--- config.mk ---
export PLATFORM = sky130hd
export DESIGN_NAME = ifu_prefetch
export DESIGN_NICKNAME = d
export VERILOG_FILES = /design/src/rtl/ifu_prefetch_pkg.sv /design/src/rtl/ifu_fifo.sv /design/src/rtl/ifu_prefetch.sv
export SDC_FILE = /design/constraint.sdc
export NUM_CORES = 1
export LEC_CHECK = 0
export CAP_MARGIN = 20
export CORE_ASPECT_RATIO = 0.7
export CORE_MARGIN = 2
export CORE_UTILIZATION = 52
export DETAILED_ROUTE_END_ITERATION = 10
export PLACE_DENSITY = 0.8
export SLEW_MARGIN = 20
export SYNTH_ARGS = -nofsm -noshare
export SYNTH_HDL_FRONTEND = slang
export SYNTH_SLANG_ARGS = --single-unit
--- constraint.sdc ---
create_clock -name clk -period 3.6 [get_ports clk]
set_input_delay 0.36 -clock clk [delete_from_list [all_inputs] [get_ports clk]]
set_output_delay 0.36 -clock clk [all_outputs]
set_load 0.01 [all_outputs]
--- src/rtl/ifu_prefetch_pkg.sv ---
// Shared fetch-path constants and the buffer entry type.
// Latency: n/a (declarations only).
// Backpressure: n/a.
//
// Contents:
//   XLEN, INSTR_W    address and instruction widths
//   RESET_PC_DEF     default first fetch address after reset
//   fetch_ent_t      one buffered {pc, instr} pair
//   word_align()     clears the byte-offset bits of an address
package ifu_prefetch_pkg;

   localparam int XLEN    = 32;
   localparam int INSTR_W = 32;

   localparam logic [XLEN-1:0] RESET_PC_DEF = 32'h8000_0000;

   // pc sits in the upper half so a whole entry reads naturally as {pc, instr}.
   typedef struct packed {
      logic [XLEN-1:0]    pc;
      logic [INSTR_W-1:0] instr;
   } fetch_ent_t;

   // Instruction fetches are word granular; byte-offset bits are dropped.
   function automatic logic [XLEN-1:0] word_align(input logic [XLEN-1:0] addr);
      return addr & ~XLEN'(3);
   endfunction

endpackage

--- src/rtl/ifu_fifo.sv ---
// Synchronous FIFO of DEPTH {pc, instr} entries with push/pop/flush.
// Latency: a push becomes visible at head_dat one cycle later; there is no bypass path.
// Backpressure: none here; the caller guarantees a push is only issued when there is room (or a pop happens in the same cycle).
//
// Ports:
//   clk, rst            clock; synchronous active-low reset
//   push, push_dat      write one entry at the tail
//   pop                 drop the head entry
//   flush               empty the FIFO (wins over push and pop)
//   head_dat            current head entry (registered storage)
//   full, empty, count  occupancy status
module ifu_fifo
   import ifu_prefetch_pkg::*;
#(
   parameter int DEPTH = 2
) (
   input  logic                   clk,
   input  logic                   rst,
   input  logic                   push,
   input  fetch_ent_t             push_dat,
   input  logic                   pop,
   input  logic                   flush,
   output fetch_ent_t             head_dat,
   output logic                   full,
   output logic                   empty,
   output logic [$clog2(DEPTH):0] count
);

   localparam int AW = $clog2(DEPTH);
   localparam int CW = AW + 1;

   // The pointers carry one extra MSB. Equal pointers mean empty.
   // Pointers that differ only in that MSB mean full.
   logic [CW-1:0] wr_ptr_q, wr_ptr_d;
   logic [CW-1:0] rd_ptr_q, rd_ptr_d;
   fetch_ent_t    mem_q [DEPTH];
   fetch_ent_t    mem_d [DEPTH];

   always_comb begin
      wr_ptr_d = wr_ptr_q;
      rd_ptr_d = rd_ptr_q;
      mem_d    = mem_q;
      if (flush) begin
         wr_ptr_d = '0;
         rd_ptr_d = '0;
      end else begin
         // When full with a pop in the same cycle, the write lands in the slot
         // being vacated. The popped value was already read from mem_q this cycle.
         if (push) begin
            mem_d[wr_ptr_q[AW-1:0]] = push_dat;
            wr_ptr_d                = wr_ptr_q + CW'(1);
         end
         if (pop) begin
            rd_ptr_d = rd_ptr_q + CW'(1);
         end
      end
   end

   always_ff @(posedge clk) begin
      if (!rst) begin
         wr_ptr_q <= '0;
         rd_ptr_q <= '0;
         mem_q    <= '{default: '0};
      end else begin
         wr_ptr_q <= wr_ptr_d;
         rd_ptr_q <= rd_ptr_d;
         mem_q    <= mem_d;
      end
   end

   assign head_dat = mem_q[rd_ptr_q[AW-1:0]];
   assign empty    = (wr_ptr_q == rd_ptr_q);
   assign full     = (wr_ptr_q[AW] != rd_ptr_q[AW]) &&
                     (wr_ptr_q[AW-1:0] == rd_ptr_q[AW-1:0]);
   assign count    = wr_ptr_q - rd_ptr_q;

   a_no_overflow : assert property (@(posedge clk) disable iff (!rst)
      (push && !flush) |-> (!full || pop));
   a_no_underflow : assert property (@(posedge clk) disable iff (!rst)
      (pop && !flush) |-> !empty);

endmodule

--- src/rtl/ifu_prefetch.sv ---
// Instruction prefetch: sequential word fetches over req/gnt + rvalid, buffered and handed to the core.
// Latency: rvalid in cycle k gives if_valid in cycle k+1 at the earliest; a redirect in cycle r allows a new request in r+1.
// Backpressure: if_ready stalls the buffer. Requests are credit-limited (inflight + count < DEPTH), so rvalid is never backpressured.
//
// Ports:
//   clk, rst                      clock; synchronous active-low reset
//   redirect_valid, redirect_pc   fetch restart from the core (highest priority)
//   imem_req/addr/gnt             fetch request channel
//   imem_rvalid/rdata             in-order response channel
//   if_valid/instr/pc, if_ready   {pc, instr} delivery to the core
module ifu_prefetch
   import ifu_prefetch_pkg::*;
#(
   parameter logic [XLEN-1:0] RESET_PC = RESET_PC_DEF,
   parameter int              DEPTH    = 2
) (
   input  logic               clk,
   input  logic               rst,
   input  logic               redirect_valid,
   input  logic [XLEN-1:0]    redirect_pc,
   output logic               imem_req,
   output logic [XLEN-1:0]    imem_addr,
   input  logic               imem_gnt,
   input  logic               imem_rvalid,
   input  logic [INSTR_W-1:0] imem_rdata,
   output logic               if_valid,
   output logic [INSTR_W-1:0] if_instr,
   output logic [XLEN-1:0]    if_pc,
   input  logic               if_ready
);

   localparam int CW = $clog2(DEPTH) + 1;
   localparam logic [CW:0] DEPTH_C = (CW+1)'(DEPTH);

   // fetch_pc: next address to request.
   // resp_pc:  address of the next response that will be kept.
   logic [XLEN-1:0] fetch_pc_q, fetch_pc_d;
   logic [XLEN-1:0] resp_pc_q,  resp_pc_d;

   // inflight: granted requests whose response has not yet arrived.
   // discard:  how many of those belong to a fetch stream a redirect abandoned.
   logic [CW-1:0]   inflight_q, inflight_d;
   logic [CW-1:0]   discard_q,  discard_d;

   logic            fifo_push;
   logic            fifo_pop;
   logic            fifo_full;
   logic            fifo_empty;
   logic [CW-1:0]   fifo_count;
   fetch_ent_t      fifo_head;
   fetch_ent_t      fifo_wdat;

   logic [CW:0]     credit_used;
   logic            gnt_fire;
   logic            rsp_fire;
   logic            rsp_keep;

   // Every buffer slot is reserved when its request is issued. Responses
   // therefore always have somewhere to land, with no rvalid backpressure.
   assign credit_used = {1'b0, inflight_q} + {1'b0, fifo_count};

   assign imem_req  = rst && !redirect_valid && (credit_used < DEPTH_C);
   assign imem_addr = fetch_pc_q;
   assign gnt_fire  = imem_req && imem_gnt;

   assign rsp_fire  = rst && imem_rvalid;
   // Drop a response if it belongs to an abandoned stream or arrives during a redirect.
   assign rsp_keep  = rsp_fire && !redirect_valid && (discard_q == '0);

   assign if_valid  = rst && !fifo_empty && !redirect_valid;
   assign if_pc     = rst ? fifo_head.pc    : '0;
   assign if_instr  = rst ? fifo_head.instr : '0;

   assign fifo_pop  = if_valid && if_ready;
   assign fifo_push = rsp_keep;
   assign fifo_wdat = '{pc: resp_pc_q, instr: imem_rdata};

   always_comb begin
      fetch_pc_d = fetch_pc_q;
      resp_pc_d  = resp_pc_q;
      discard_d  = discard_q;
      // No grant can coincide with a redirect, so this sum is also correct in redirect cycles.
      inflight_d = inflight_q + CW'(gnt_fire) - CW'(rsp_fire);

      if (redirect_valid) begin
         fetch_pc_d = word_align(redirect_pc);
         resp_pc_d  = word_align(redirect_pc);
         // Every request still outstanding after this cycle belongs to the old
         // stream, including responses an earlier redirect was already discarding.
         discard_d  = inflight_q - CW'(rsp_fire);
      end else begin
         if (gnt_fire) begin
            fetch_pc_d = fetch_pc_q + XLEN'(4);
         end
         if (rsp_fire) begin
            if (discard_q != '0) begin
               discard_d = discard_q - CW'(1);
            end else begin
               resp_pc_d = resp_pc_q + XLEN'(4);
            end
         end
      end
   end

   always_ff @(posedge clk) begin
      if (!rst) begin
         fetch_pc_q <= RESET_PC;
         resp_pc_q  <= RESET_PC;
         inflight_q <= '0;
         discard_q  <= '0;
      end else begin
         fetch_pc_q <= fetch_pc_d;
         resp_pc_q  <= resp_pc_d;
         inflight_q <= inflight_d;
         discard_q  <= discard_d;
      end
   end

   ifu_fifo #(
      .DEPTH (DEPTH)
   ) u_fifo (
      .clk      (clk),
      .rst      (rst),
      .push     (fifo_push),
      .push_dat (fifo_wdat),
      .pop      (fifo_pop),
      .flush    (redirect_valid),
      .head_dat (fifo_head),
      .full     (fifo_full),
      .empty    (fifo_empty),
      .count    (fifo_count)
   );

   a_credit_bound : assert property (@(posedge clk) disable iff (!rst)
      credit_used <= DEPTH_C);
   a_inflight_bound : assert property (@(posedge clk) disable iff (!rst)
      {1'b0, inflight_q} <= DEPTH_C);
   a_discard_bound : assert property (@(posedge clk) disable iff (!rst)
      discard_q <= inflight_q);
   a_rsp_expected : assert property (@(posedge clk) disable iff (!rst)
      imem_rvalid |-> (inflight_q != '0));
   a_push_has_room : assert property (@(posedge clk) disable iff (!rst)
      fifo_push |-> (!fifo_full || fifo_pop));

endmodule

==> results.md <==
- Status: finished clean
- Number of flops mapped to enable cells by yosys: 0
- Area growth from synthesis to layout: 26.98%
- Req. time, crit path: 3.24 ns
- Post-synthesis sequential area ratio: 0.4357
- CTS max path bufs: 2
- Number of global-route vias before repair: 7399
- Number of fill cells in the layout: 1347
- GRT Resource Usage Total: 0.2571
- Per-cell routed wire length: 15.97 µm
- Htree depth: 4
- Mapped Cells: 1107
- Clock skew: 0.01397 ns
- Net switching power: 0.001161 W
- Worst vdd ir: 0.2795 mV
- Synth unique cells: 45
- CTS Root Cell: clkbuf_16
- Gate power share: 0.100
- Flop2flop setup slack: 0.52 ns
- Synth async-reset ratio: 0
- Switching share of power: 0.2467
- CP max FO: 33
- Final core utilization: 0.6811
- Clk sinks: 192
- Die area: 18040 µm²
- Crit end category: primary output
- Floorplan row count: 39
- Yosys reg bits: 192
- Setup TNS: 0 ns
- Maxcap violations: 0
- Commonest non-fill, non-tap cell in the layout: nand2_1
- NumNets Final: 1301
- Post-CTS setup repair buffer count: 0
- Crit start category: flop
- DIE HEIGHT: 113.0 µm
- Clk pwr share: 0.413
- Reg clk slew, reported paths: 0.08 ns
- Worst setup path category: flop to primary output
- Die width: 159.7 µm
- Final hold vios: 0
- Share of cells above drive strength 1: 0.05421
- Via Count: 7996
- Slew headroom: 0.4239
- WP data arrival: 2.85 ns
- Fin crit period: 3.211 ns
- Vias per cell: 5.473
- Worst Hold Path Cells: 3
- Post_cts resized: 0
- Power Density: 420.2 nW/µm²
- Commonest non-fill, non-tap cells in the layout: nand2_1 (287), dfxtp_1 (191), clkdlybuf4s50_1 (160)
- DP HPWL: 15.37 mm
- Antenna-violating nets left: 0
- Min-Delay Path Class: input port to flop
- Mapped Area: 8821 µm²
- Min setup slack post-route: 0.3886 ns
- DR pass1 iterations: 5
- # setup viols final: 0
- Reg power frac: 0.487
- Worst-Skew Late Latency: 0.43 ns
- Initial antenna violation count: 0
- Internal power: 0.003545 W
- First-pass GRT wire length: 37.85 mm
- Worst hold start: rst
- R2R Path End: imem_addr[25]$_SDFFE_PN0P_
- Synth warn: 0
- Antenna Cells: 0
- I/O Pins: 168
- RePlAce Congestion: 0.9845
- Avg Cell Area, Syn: 7.968 µm²
- Core footprint: 16440 µm²
- Slew Viols, Final: 0
- Hold Path Sink: imem_addr[6]$_SDFFE_PN0P_
- Critical R2R Launch: u_fifo.wr_ptr_q[0]$_SDFFE_PP0P_
- Main flop type after synthesis: dfxtp_1
- Worst r2r path cells: 10
- CTS tree: built
- Final wirelength: 23.33 mm
- Slew @ Worst Pin: 0.8570 ns
- Grt ovf: 0
- Pin count of the biggest net entering global routing: 64
- 1st-iter DRT viols: 676
- RSZ-0062 raised after global routing: false
- Hold buffer count at cts: 0
- Leakage: 3.654 nW
- Total CTS buffers: 17
- # DRC: 0
- Fmax: 0.3114 GHz
- Port Buffer Count: 161
- DP Worst Slack: 0.5986 ns
- Final critical-path share of the clock period: 0.8921
- Starting Density: 0.5364
==> power by group through the flow <==
stage / logic, W / clock network (W) / registers [W]
global route: 0.000516 / 0.00206 / 0.00230
CTS: 0.000473 / 0.00197 / 0.00229
detailed placement: 0.000469 / 0 / 0.00233
finish: 0.000473 / 0.00194 / 0.00229
global placement: 0.000463 / 0 / 0.00233
floorplan: 0.000251 / 0 / 0.00232
==> cell usage after synthesis, drive strengths merged, types with 6 or more instances <==
master / number / share of area
a21boi: 48 / 0.041
a21oi: 131 / 0.074
and3: 6 / 0.0043
and4: 7 / 0.0070
buf: 17 / 0.011
clkbuf: 65 / 0.028
dfxtp: 192 / 0.44
ha: 7 / 0.0099
inv: 16 / 0.0068
mux2i: 63 / 0.071
nand2: 287 / 0.12
nand3: 20 / 0.012
nand4: 25 / 0.019
nor2: 77 / 0.033
nor3: 14 / 0.0085
nor4: 8 / 0.010
o21ai: 34 / 0.019
xnor2: 35 / 0.035
xor2: 26 / 0.026
==> state kept, by name, indices dropped and copies added, names as in the netlist <==
register,cells
inflight_q,2
imem_addr,30
u_fifo.wr_ptr_q,2
resp_pc_q,30
u_fifo.mem_q,124
discard_q,2
u_fifo.rd_ptr_q,2
==> stage by stage <==
| step | instances | hold WS [ns] | cell area, µm² | total power, W |
|---|---|---|---|---|
| 3_3_place_gp | 1429 | 0.4404 | 10600 | 0.002794 |
| 2_1_floorplan | 1110 | 0.4347 | 8832 | 0.002568 |
| 4_1_cts | 1461 | 0.3494 | 11200 | 0.004733 |
| 3_5_place_dp | 1429 | 0.4454 | 10600 | 0.002802 |
| 6_report | 1461 | 0.3662 | 11200 | 0.004706 |
| 5_1_grt | 1461 | 0.3704 | 11200 | 0.004872 |
==> logic make-up after synthesis <==
group,after synthesis,synth area share
and+or+nand+nor,460,0.2284
AOI/OAI and AO/OA,221,0.1417
DFF,192,0.4357
buffers and inverters,98,0.04567
muxes,66,0.07532
xor gates and xnor gates,61,0.06057
adders and majority gates,8,0.01220
other,1,0.0004251
==> critical path, stage by stage (launching register included) <==
cell             delay [ns]
dfxtp_4                0.34
buf_4                  0.48
buf_4                  0.59
mux2i_1                0.16
nor2_1                 0.20
clkdlybuf4s50_1        0.58
==> cell type report <==
class,count,area [µm²],area share
tap,225,281.5,0.02513
timing repair buffer,176,1807,0.1613
inverter,16,62.56,0.005585
multi-input combinational,820,4599,0.4106
clock inverter,13,160.2,0.01430
clock buffer,19,442.9,0.03954
sequential,192,3847,0.3435
==> worst max path at each step <==
| stage | startpoint | end | slack (ns) | depth (start not counted) |
|---|---|---|---|---|
| 5_1_grt | u_fifo.rd_ptr_q[0]$_SDFFE_PP0P_ | if_pc[11] | 0.30 | 5 |
| 3_3_place_gp | u_fifo.wr_ptr_q[0]$_SDFFE_PP0P_ | imem_addr[25]$_SDFFE_PN0P_ | 0.64 | 10 |
| 6_report | u_fifo.rd_ptr_q[0]$_SDFFE_PP0P_ | if_pc[11] | 0.39 | 5 |
| 3_5_place_dp | u_fifo.wr_ptr_q[0]$_SDFFE_PP0P_ | imem_addr[25]$_SDFFE_PN0P_ | 0.60 | 10 |
| 2_1_floorplan | u_fifo.wr_ptr_q[0]$_SDFFE_PP0P_ | inflight_q[1]$_SDFF_PN0_ | 0.94 | 13 |
| 4_1_cts | u_fifo.rd_ptr_q[0]$_SDFFE_PP0P_ | if_pc[11] | 0.42 | 5 |
==> routing by layer <==
metal	vias to the layer above	wire length, µm	track usage
li1	3940	-	-
met1	3789	11160	0.3571
met2	245	10410	0.4046
met3	22	1567	0.06525
met4	0	194	0.06000
met5	-	0	0
(Power assumes the default switching activity.)
